$ cat src/rtl/revision_fetch.sv
// AXI4-Lite read-only master that walks the seven build-revision registers
// and latches them onto parallel outputs, with per-register error flags and a stall timeout.
module revision_fetch #(
    parameter int M_AXI_ADDR_WIDTH = 5,
    parameter int M_AXI_DATA_WIDTH = 32,
    parameter int BASE_ADDR        = 0,
    parameter int TIMEOUT_CYCLES   = 1024,
    parameter int AUTO_START       = 1
) (
    input  logic                        AXI_ACLK,
    input  logic                        AXI_ARESET,
    input  logic                        start,
    output logic                        busy,
    output logic                        done,
    output logic                        valid,
    output logic [6:0]                  err_mask,
    output logic                        timeout,
    output logic [M_AXI_DATA_WIDTH-1:0] rev_major,
    output logic [M_AXI_DATA_WIDTH-1:0] rev_minor,
    output logic [M_AXI_DATA_WIDTH-1:0] rev_build,
    output logic [M_AXI_DATA_WIDTH-1:0] rev_rcand,
    output logic [M_AXI_DATA_WIDTH-1:0] rev_date,
    output logic [M_AXI_DATA_WIDTH-1:0] rtl_type,
    output logic [M_AXI_DATA_WIDTH-1:0] rtl_subtype,
    output logic [M_AXI_ADDR_WIDTH-1:0] M_AXI_ARADDR,
    output logic                        M_AXI_ARVALID,
    output logic [2:0]                  M_AXI_ARPROT,
    input  logic                        M_AXI_ARREADY,
    input  logic [M_AXI_DATA_WIDTH-1:0] M_AXI_RDATA,
    input  logic                        M_AXI_RVALID,
    input  logic [1:0]                  M_AXI_RRESP,
    output logic                        M_AXI_RREADY
);

    localparam logic [1:0] ST_IDLE   = 2'd0;
    localparam logic [1:0] ST_ISSUE  = 2'd1;
    localparam logic [1:0] ST_WAIT_R = 2'd2;
    localparam logic [1:0] ST_DONE   = 2'd3;

    localparam int NUM_REGS = 7;
    localparam int CNT_W    = 16;
    localparam logic [CNT_W-1:0] TMO_LIMIT    = CNT_W'(TIMEOUT_CYCLES);
    localparam logic [CNT_W-1:0] TMO_LAST_CNT = CNT_W'(TIMEOUT_CYCLES - 1);

    logic                        srst;
    logic [1:0]                  state_reg, state_next;
    logic [2:0]                  index_reg, index_next;
    logic [M_AXI_ADDR_WIDTH-1:0] araddr_reg, araddr_next;
    logic                        auto_pending_reg;
    logic [CNT_W-1:0]            tmo_cnt_reg;
    logic                        timeout_reg;
    logic                        valid_reg;
    logic                        scan_start;
    logic                        ar_hs;
    logic                        r_hs;
    logic                        last_reg;
    logic                        in_txn;
    logic                        issue_entry;
    logic [M_AXI_DATA_WIDTH-1:0] value_bus [NUM_REGS];

    assign srst = AXI_ARESET;

    function automatic logic [M_AXI_ADDR_WIDTH-1:0] reg_addr(input logic [2:0] idx);
        return M_AXI_ADDR_WIDTH'(BASE_ADDR + 4 * int'(idx));
    endfunction

    // A scan may begin from IDLE (start or the one-shot post-reset kick) or
    // straight out of DONE when start is already waiting there.
    assign scan_start = ((state_reg == ST_IDLE) && (start || auto_pending_reg)) ||
                        ((state_reg == ST_DONE) && start);
    assign ar_hs       = (state_reg == ST_ISSUE) && M_AXI_ARREADY;
    assign r_hs        = (state_reg == ST_WAIT_R) && M_AXI_RVALID;
    assign last_reg    = (index_reg == 3'(NUM_REGS - 1));
    assign in_txn      = (state_reg == ST_ISSUE) || (state_reg == ST_WAIT_R);
    assign issue_entry = (state_next == ST_ISSUE) && (state_reg != ST_ISSUE);

    always_comb begin
        state_next  = state_reg;
        index_next  = index_reg;
        araddr_next = araddr_reg;
        case (state_reg)
            ST_IDLE: begin
                if (scan_start) begin
                    state_next  = ST_ISSUE;
                    index_next  = 3'd0;
                    araddr_next = reg_addr(3'd0);
                end
            end
            ST_ISSUE: begin
                if (ar_hs) begin
                    state_next = ST_WAIT_R;
                end
            end
            ST_WAIT_R: begin
                if (r_hs) begin
                    if (last_reg) begin
                        state_next = ST_DONE;
                    end else begin
                        state_next  = ST_ISSUE;
                        index_next  = index_reg + 3'd1;
                        araddr_next = reg_addr(index_reg + 3'd1);
                    end
                end
            end
            ST_DONE: begin
                if (scan_start) begin
                    state_next  = ST_ISSUE;
                    index_next  = 3'd0;
                    araddr_next = reg_addr(3'd0);
                end else begin
                    state_next = ST_IDLE;
                end
            end
            default: begin
                state_next = ST_IDLE;
            end
        endcase
    end

    always_ff @(posedge AXI_ACLK) begin
        if (srst) begin
            state_reg        <= ST_IDLE;
            index_reg        <= 3'd0;
            araddr_reg       <= '0;
            auto_pending_reg <= (AUTO_START != 0);
        end else begin
            state_reg        <= state_next;
            index_reg        <= index_next;
            araddr_reg       <= araddr_next;
            auto_pending_reg <= 1'b0;
        end
    end

    // Stall watchdog: the transaction keeps running after it fires, since an
    // issued ARVALID cannot be withdrawn.
    always_ff @(posedge AXI_ACLK) begin
        if (srst) begin
            tmo_cnt_reg <= '0;
            timeout_reg <= 1'b0;
        end else begin
            if (issue_entry) begin
                tmo_cnt_reg <= '0;
            end else if (in_txn && (tmo_cnt_reg != TMO_LIMIT)) begin
                tmo_cnt_reg <= tmo_cnt_reg + 1'b1;
            end

            if (scan_start) begin
                timeout_reg <= 1'b0;
            end else if (in_txn && (tmo_cnt_reg == TMO_LAST_CNT)) begin
                timeout_reg <= 1'b1;
            end
        end
    end

    always_ff @(posedge AXI_ACLK) begin
        if (srst) begin
            valid_reg <= 1'b0;
        end else if (scan_start) begin
            valid_reg <= 1'b0;
        end else if (r_hs && last_reg) begin
            valid_reg <= 1'b1;
        end
    end

    // One capture slot per register; data is kept even when the slave flags an error.
    generate
        for (genvar gi = 0; gi < NUM_REGS; gi++) begin : g_slot
            logic [M_AXI_DATA_WIDTH-1:0] value_reg;
            logic                        err_reg;

            always_ff @(posedge AXI_ACLK) begin
                if (srst) begin
                    value_reg <= '0;
                    err_reg   <= 1'b0;
                end else if (r_hs && (index_reg == 3'(gi))) begin
                    value_reg <= M_AXI_RDATA;
                    err_reg   <= (M_AXI_RRESP != 2'b00);
                end else if (scan_start) begin
                    err_reg   <= 1'b0;
                end
            end

            assign value_bus[gi] = value_reg;
            assign err_mask[gi]  = err_reg;
        end
    endgenerate

    assign rev_major   = value_bus[0];
    assign rev_minor   = value_bus[1];
    assign rev_build   = value_bus[2];
    assign rev_rcand   = value_bus[3];
    assign rev_date    = value_bus[4];
    assign rtl_type    = value_bus[5];
    assign rtl_subtype = value_bus[6];

    assign busy          = in_txn;
    assign done          = (state_reg == ST_DONE);
    assign valid         = valid_reg;
    assign timeout       = timeout_reg;
    assign M_AXI_ARVALID = (state_reg == ST_ISSUE);
    assign M_AXI_RREADY  = (state_reg == ST_WAIT_R);
    assign M_AXI_ARADDR  = araddr_reg;
    assign M_AXI_ARPROT  = 3'b000;

endmodule

$ cat config.mk
export PLATFORM = sky130hd
export DESIGN_NAME = revision_fetch
export DESIGN_NICKNAME = d
export VERILOG_FILES = /design/src/rtl/revision_fetch.sv
export SDC_FILE = /design/constraint.sdc
export NUM_CORES = 1
export LEC_CHECK = 0
export CAP_MARGIN = 20
export CELL_PAD_IN_SITES_DETAIL_PLACEMENT = 1
export CELL_PAD_IN_SITES_GLOBAL_PLACEMENT = 2
export CORE_ASPECT_RATIO = 0.5
export CORE_MARGIN = 4
export CORE_UTILIZATION = 27
export CTS_BUF_LIST = sky130_fd_sc_hd__clkbuf_8
export DETAILED_ROUTE_END_ITERATION = 8
export PLACE_DENSITY_LB_ADDON = 0.12
export SLEW_MARGIN = 10
export SYNTH_ARGS = -nofsm -noshare
export SYNTH_HDL_FRONTEND = slang
export SYNTH_SLANG_ARGS = --single-unit
export TNS_END_PERCENT = 10
$ cat constraint.sdc
create_clock -name AXI_ACLK -period 2.4 [get_ports AXI_ACLK]
set_input_delay 0.24 -clock AXI_ACLK [delete_from_list [all_inputs] [get_ports AXI_ACLK]]
set_output_delay 0.24 -clock AXI_ACLK [all_outputs]
set_load 0.02 [all_outputs]
==> summary by stage, run 1 <==
Timing
The final number of setup-violating endpoints is 0. Setup repair after global routing left no endpoint under its margin. The final setup skew is ~11 ps.

The worst pin sits at a relative slew slack of 66.6%. Setup total negative slack on the finished layout was measured at 0 ps. The number of max-slew violations in the final report is 0. The number of hold-slack violations in the final timing report was 0.

For the pin with the worst max-slew slack, the measured transition is 501 ps. The worst path uses between 90 and 100% of the clock period. The worst path in the final design needs a cycle of around 2300 ps, including I/O delays and setup. The timing-limited maximum frequency is approximately 440 MHz.

Clock network
The cell at the root of the clock tree is sky130_fd_sc_hd__clkbuf_8. The setup fix buffers added after clock tree synthesis is 0. The CTS clock-pin slew for the worst setup and hold paths is ~70 ps.

No sink is reached through more buffers than the 3 on the longest clock path. The TritonCTS clock tree is built. For this design, the CTS-stage hold fixing added 0 buffers. The number of buffers added by the clock tree synthesis step is 40. Once the clock tree was built, the resizer swapped 2 gates to a different size. The total clock sinks is about 260. The H-tree was split into 2 levels.

The later pin in the worst-skew pair is clocked with a latency of around 560 ps.

Synthesis
After synthesis, the share of flip-flops with an asynchronous set or reset is 0%. Counting flops with a built-in enable in the synthesized netlist gives 0. The average size of a mapped cell is ~8 um^2. In the synthesized netlist the dominant register cell turns out to be sky130_fd_sc_hd__dfxtp_1.

sky130_fd_sc_hd__dfxtp_1 takes more of the synthesized area than any other cell. In this run the biggest area consumer among cell types represents 54.4% of the synthesized area. The distinct cell type count after synthesis is 37. By area the synthesized netlist is led by sky130_fd_sc_hd__dfxtp_1 54%, sky130_fd_sc_hd__nand2_1 19%, sky130_fd_sc_hd__a21oi_1 13%.

In this run, synthesis produced a sequential element count of ~260. The number of warnings printed during yosys synthesis is 0. The instance count of the mapped netlist is around 1,200. After synthesis the cells add up to 9390 um^2. Of the synthesized area, sequential elements account for 54.4%.

Detailed routing
The number of design rule violations left after detail routing is 0. Dividing the detail-routed wire length by the instance count gives ~19 um. Dividing the detail-routed via count by the number of cells gives between 4 and 5. The first TritonRoute pass finished after 4 iterations. The wire length after detailed routing is between 30,000 and 40,000 um. The via count is about 9,000.

In this run, the number of DRC markers left after iteration 0 of detailed routing was between 300 and 400. Once detail routing completed, the nets flagged for antenna violations numbered 0.

Power and ir drop
The power density relative to cell area is a little under 700 nW/um^2. The peak supply drop is 297 uV. The share of total power in sequential cells is 47.6%. The fraction of power consumed by combinational cells is around 12%.

The internal portion of total power is around 6.6 mW. The switching power share of the total is between 20% and 30%. The part of the power in the clock network is 40.2%. The analysis attributes to cell leakage a power of around 4.4 nW. In this run the power spent charging and discharging nets is 2.55 mW.

Worst setup path
The start of the worst register-to-register path is state_reg[1]. Traced cell by cell, the critical path runs through inv_1, ha_1, clkdlybuf4s50_1. The worst reg-to-reg setup slack is 360 ps. The maximum fanout encountered on the critical timing path is 6.

The capture point of the worst reg-to-reg path is tmo_cnt_reg[15]. Broken down by cell family, the worst path's largest delay share belongs to buffers and inverters. The depth of the worst register-to-register path is 6. The worst setup path is launched from a flop. The slowest library cell on the worst path is sky130_fd_sc_hd__clkdlybuf4s50_1. Together, buffers and inverters on the worst path number 2. The worst stage delay on the critical path is roughly 650 ps. STA puts the critical path data required time at about 2200 ps. The type of the worst setup path is reg -> out. Data arrives at the worst endpoint at between 2000 and 2500 ps. STA classifies the critical path endpoint as an output pin.

Floorplan
Measured along the y axis, the die boundary spans 140 um. Once the floorplan was initialized, standard cells occupied between 20% and 30% of the core. The number of rows in the core area is 47. The placeable core area is ~34,000 um^2. The x dimension of the die is 272 um. between 200 and 300 I/O pins were placed. The die area is about 38,000 um^2.

Run status
The flow ran to the end, and the final reports show no timing, DRC or antenna violations.

Finish
The non-filler instance count after layout is approximately 1,900. The post-route netlist has 6.84% of its cells at a drive strength greater than 1. The number of antenna diodes is 0. Compared with the post-synthesis result, the final layout area differs by 44.5%.

At the end of the flow, the number of nets in the layout was ~1,500.

Worst hold path
The cell count of the worst hold path is 1. The start point of the worst hold path is AXI_ARESET. The worst-case hold path end point is auto_pending_reg.

The path class of the tightest hold or removal check is in -> reg.

Global route
The number of antenna violations at the first check in global routing is 0. Summed over all layers, the global routing overflow is 0. The global-route wire length before repair is around 58,000 um. The number of global-route vias before repair came to around 9,500. The global-route total usage across every layer is between 15 and 20%. The largest net degree at the start of global routing is 67.

Placement
At the end of routability-driven placement, the weighted congestion stood at roughly 0.77. Once detailed placement completed, the half-perimeter wirelength came to 25,500 um. The placed instance count is 1,876. The number of port buffers is about 280.

Flow run
The total of max-cap violations is 0.
-- cells in the mapped netlist, types with 2 or more instances --
library cell and number:
sky130_fd_sc_hd__nand2_1 467, sky130_fd_sc_hd__dfxtp_1 255, sky130_fd_sc_hd__a21oi_1 239, sky130_fd_sc_hd__clkbuf_1 80, sky130_fd_sc_hd__nand3_1 19, sky130_fd_sc_hd__inv_1 13
sky130_fd_sc_hd__buf_4 12, sky130_fd_sc_hd__a211oi_1 11, sky130_fd_sc_hd__ha_1 11, sky130_fd_sc_hd__o21ai_0 11, sky130_fd_sc_hd__nand4_1 8, sky130_fd_sc_hd__nor2_1 8
sky130_fd_sc_hd__xnor2_1 7, sky130_fd_sc_hd__nor3_1 6, sky130_fd_sc_hd__nor4_1 6, sky130_fd_sc_hd__a221oi_1 5, sky130_fd_sc_hd__xor2_1 4, sky130_fd_sc_hd__nor2b_1 3
sky130_fd_sc_hd__or3_1 3, sky130_fd_sc_hd__a31oi_1 2, sky130_fd_sc_hd__and3_1 2, sky130_fd_sc_hd__and4_1 2, sky130_fd_sc_hd__buf_2 2, sky130_fd_sc_hd__nand2b_1 2
sky130_fd_sc_hd__or2_2 2
-- layout make-up --
type / count / area, um^2
fillers: 3993 / 20100
flip-flops and latches: 255 / 5100
multi-input cells: 834 / 3930
repair buffers: 309 / 3140
clock buffers: 48 / 661
well taps: 465 / 582
clock inverters: 18 / 101
inverters: 13 / 48.8
-- kinds of logic after synthesis --
group	Yosys count	share of synthesized area, %
flip-flops	255	54.4
multiplexers	1	0.107
adder cells (fa/ha/maj)	11	1.47
buffers and inverters	107	4.79
XOR/XNOR	11	1.03
AO/OA/AOI/OAI	274	15.4
AND/OR/NAND/NOR	532	22.8
other	1	0.0400
-- power groups by stage --
| stage | clock network, mW | logic, mW | registers (mW) |
|---|---|---|---|
| after floorplan | 0 | 0.526 | 4.48 |
| after global placement | 0 | 1.08 | 4.44 |
| after detailed placement | 0 | 1.11 | 4.44 |
| after CTS | 3.84 | 1.11 | 4.35 |
| after global routing | 4.06 | 1.21 | 4.36 |
| final | 3.67 | 1.11 | 4.35 |
-- worst max-delay path by stage --
| stage | cells after the start | slack (ps) | end | from |
|---|---|---|---|---|
| global route | 3 | 40 | M_AXI_ARVALID | state_reg[1] |
| global placement | 7 | 430 | rtl_type[17] | state_reg[0] |
| detailed placement | 7 | 260 | rev_build[12] | state_reg[0] |
| CTS | 3 | 20 | M_AXI_RREADY | state_reg[0] |
| floorplan | 8 | 290 | tmo_cnt_reg[15] | state_reg[1] |
| finish | 3 | 150 | M_AXI_ARVALID | state_reg[1] |
-- worst reg2reg max path: cells and delay by family (launching register included) --
kind                       cells  cell delay (ps)
and+or+nand+nor                3              730
DFF                            1              460
adders and majority gates      1              410
AOI/OAI and AO/OA              1              220
buffers and inverters          1              120
-- per-layer routing --
metal	vias to the layer above	part of all wire, %	wire length (um)	track usage [%]
met5	-	0	0	0
met4	0	1.1	405	3.36
met3	39	4.4	1670	4.68
met2	132	51	19300	35.6
met1	4504	43	16200	23.5
li1	4404	-	-	-
-- layout by cell type (no fill, tap or decap), drive strengths merged, types with 7 or more instances in the layout --
cell             n
buf             31
nand4            9
nand2          467
ha              11
inv             30
nor2             8
xnor2            7
nand3           20
o21ai           11
a211oi          11
dfxtp          255
a21oi          239
clkdlybuf4s50  276
clkbuf          49
-- stage by stage --
stage / util, % / setup slack (ps) / instance area, um^2 / hold slack (ps) / total power, mW
after floorplan: - / 291 / 9400 / 268 / 5.01
after global placement: 38.0 / 427 / 12800 / 441 / 5.52
after detailed placement: 38.0 / 261 / 12800 / 446 / 5.56
after CTS: 40.3 / 19.5 / 13600 / 89.2 / 9.30
after global routing: 40.3 / 38.6 / 13600 / 109 / 9.62
final: 40.3 / 146 / 13600 / 125 / 9.14
Note: power is estimated with default switching activity, not from simulation.
==> run 2, diff against run 1 <==
Settings changed: SKIP_LAST_GASP set to 1.
==> run 2 against run 1 <==
Net effect:
- setup slack got worse by 75 ps
- clock-buffer cell count unchanged
- core utilization about the same
- clock power hardly changed
- via count fell by 0.20%
- critical path type unchanged
==> summary by stage, run 2 (synthesis gave the netlist of run 1 again) <==
Finish
The utilization of the core after routing is 40.3% (about the same). The final net count was 1,503 (unchanged). The share of final-layout standard cells stronger than drive strength 1 is 6.84% (unchanged). The commonest non-fill, non-tap cell in the layout is sky130_fd_sc_hd__nand2_1. The library cells used most frequently in the layout, excluding fill and tap cells, are 467 x sky130_fd_sc_hd__nand2_1, 276 x sky130_fd_sc_hd__clkdlybuf4s50_1, 255 x sky130_fd_sc_hd__dfxtp_1. The number of antenna diodes is 0 (unchanged). The signed area change from the synthesized netlist to the final layout came to 44.5% (about the same).

Clock network
The maximum clock path buffer count is 3 (unchanged). The cell at the root of the clock tree is sky130_fd_sc_hd__clkbuf_8. TritonCTS built the clock tree. The total clock sinks is 255 (unchanged). The CTS clock-pin slew for the worst setup and hold paths was 70 ps (about the same). The number of buffers inserted by hold repair at cts is 0 (unchanged). The setup fix buffers added after clock tree synthesis is 0 (unchanged). The worst-skew pair later-pin latency was 560 ps (about the same). The level count of the clock H-tree is 2 (unchanged). The number of buffers added by the clock tree synthesis step is 40 (unchanged).

Placement
The number of port buffers is 278 (unchanged). The final weighted congestion in routability-driven placement came to 0.771 (unchanged). The sum of net half-perimeters after detailed placement was 25,500 um (unchanged). The worst slack at placement is 261 ps (unchanged).

Timing
The post-route clock period utilization is 97.0% (+3.1 points). The number of max-slew violations in the final report was 0 (unchanged). Setup repair after global routing could not meet its margin everywhere. The number of hold-slack violations in the final timing report is 0 (unchanged).

The relative slew slack is 66.2% (-0.40 points). The post-route worst setup slack is 71.4 ps (-75.0 ps). The clock period minus worst slack is 2330 ps (+75.0 ps). The timing-limited maximum frequency is 429 MHz (-3.2%).

The setup TNS after final layout is 0 ps (unchanged). The final setup skew is 14.1 ps (+3.13 ps). The worst-margin pin slew is 507 ps (+5.98 ps). The final number of setup-violating endpoints is 0 (unchanged).

Power and ir drop
The power density relative to cell area is 673 nW/um^2 (about the same). The leakage power total is 4.41 nW (+0.18%). The peak supply drop is 297 uV (-0.22%). The total power after layout came to 9.13 mW (about the same).

Floorplan
The x dimension of the die is 272 um (unchanged). The initial standard-cell utilization of the core is 27.9% (unchanged). The placeable core area is 33,600 um^2 (unchanged).

The chip height was 140 um (unchanged). The I/O pin total was 284 (unchanged). The die area is 38,000 um^2 (unchanged). The number of rows in the core area is 47 (unchanged).

Worst hold path
The tightest min-delay check is of the in -> reg type.

Global route
The global-route total usage across every layer is 19.4% (unchanged). The global-route wire length before repair is 58,000 um (unchanged). The number of antenna violations at the first check in global routing is 0 (unchanged). The total congestion overflow came to 0 (unchanged). The number of global-route vias before repair is 9,534 (unchanged).

The largest net degree at the start of global routing is 67 (unchanged).

Worst setup path
The worst setup path is captured at an output pin. The maximum fanout encountered on the critical timing path is 13 (+7). The required time of the worst setup path is 2160 ps (about the same). The type of the worst setup path is reg -> out. STA classifies the critical path startpoint as a flop. The arrival time of the worst setup path is 2090 ps (+80 ps).

Detailed routing
The average wire per cell in the routed design was 19.4 um (-0.14%). The first-pass iteration count of the detailed router was 5 (+1). The via count is 9,061 (-0.20%). The post-route antenna net violation count is 0 (unchanged). The first-iteration detailed-routing DRC count is 374 (-4.6%). The via density per instance is 4.67 (-0.20%). The wire length after detailed routing is 37,600 um (-0.14%). The number of design rule violations left after detail routing is 0 (unchanged).

Flow run
The total of max-cap violations is 0 (unchanged).

Run status
The run finished with clean final reports.
run 2: cell types whose count changed in the layout (fill, tap and decap cells not counted):
cell / delta
sky130_fd_sc_hd__dlymetal6s2s_1: +1
sky130_fd_sc_hd__ha_4: -1
sky130_fd_sc_hd__ha_2: +1
sky130_fd_sc_hd__dlygate4sd2_1: -1
run 2: per-layer routing:
layer  wire, um  GRT usage (%)  vias up
met5          0              0        -
met3       1670           4.68       39
met1      16300           23.5     4483
li1           -              -     4404
met2      19300           35.6      135
met4        405           3.36        0
run 2: metrics by stage:
stage | hold WS [ps] | instances | cell area (um^2)
floorplan | 268 | 1196 | 9400
global placement | 441 | 1876 | 12800
detailed placement | 446 | 1876 | 12800
CTS | 89.2 | 1942 | 13600
global route | 109 | 1942 | 13600
finish | 115 | 1942 | 13600
run 2: final cells by class:
class                   instances  area [um^2]
repair buffers                309         3150
well taps                     465          582
fillers                      3994        20100
clock inverters                18          101
multi-input cells             834         3920
clock buffers                  48          661
flip-flops and latches        255         5100
inverters                      13         48.8
run 2: worst paths after layout:
path         slack, ps               end  cells after the start         start
min reg2reg        450      rev_build[2]                      2  rev_build[2]
max reg2reg        410   tmo_cnt_reg[15]                      6  state_reg[1]
max                 70      M_AXI_RREADY                      3  state_reg[0]
min                120  auto_pending_reg                      1    AXI_ARESET
run 2: repair_timing:
item	in CTS	in global routing
endpoints found under the setup margin	2	2
cloned	0	0
resized for setup	1	1
pin swaps	0	0
run 2: worst max-delay path: stages, from the launching register on:
cell	delay [ps]
sky130_fd_sc_hd__dfxtp_1	350
sky130_fd_sc_hd__inv_1	120
sky130_fd_sc_hd__ha_2	380
sky130_fd_sc_hd__clkdlybuf4s50_1	670
run 2: power breakdown:
part / switching [mW] / internal, mW
sequential: 0.0520 / 4.30
combinational: 0.726 / 0.383
clock: 1.76 / 1.91
total: 2.54 / 6.59
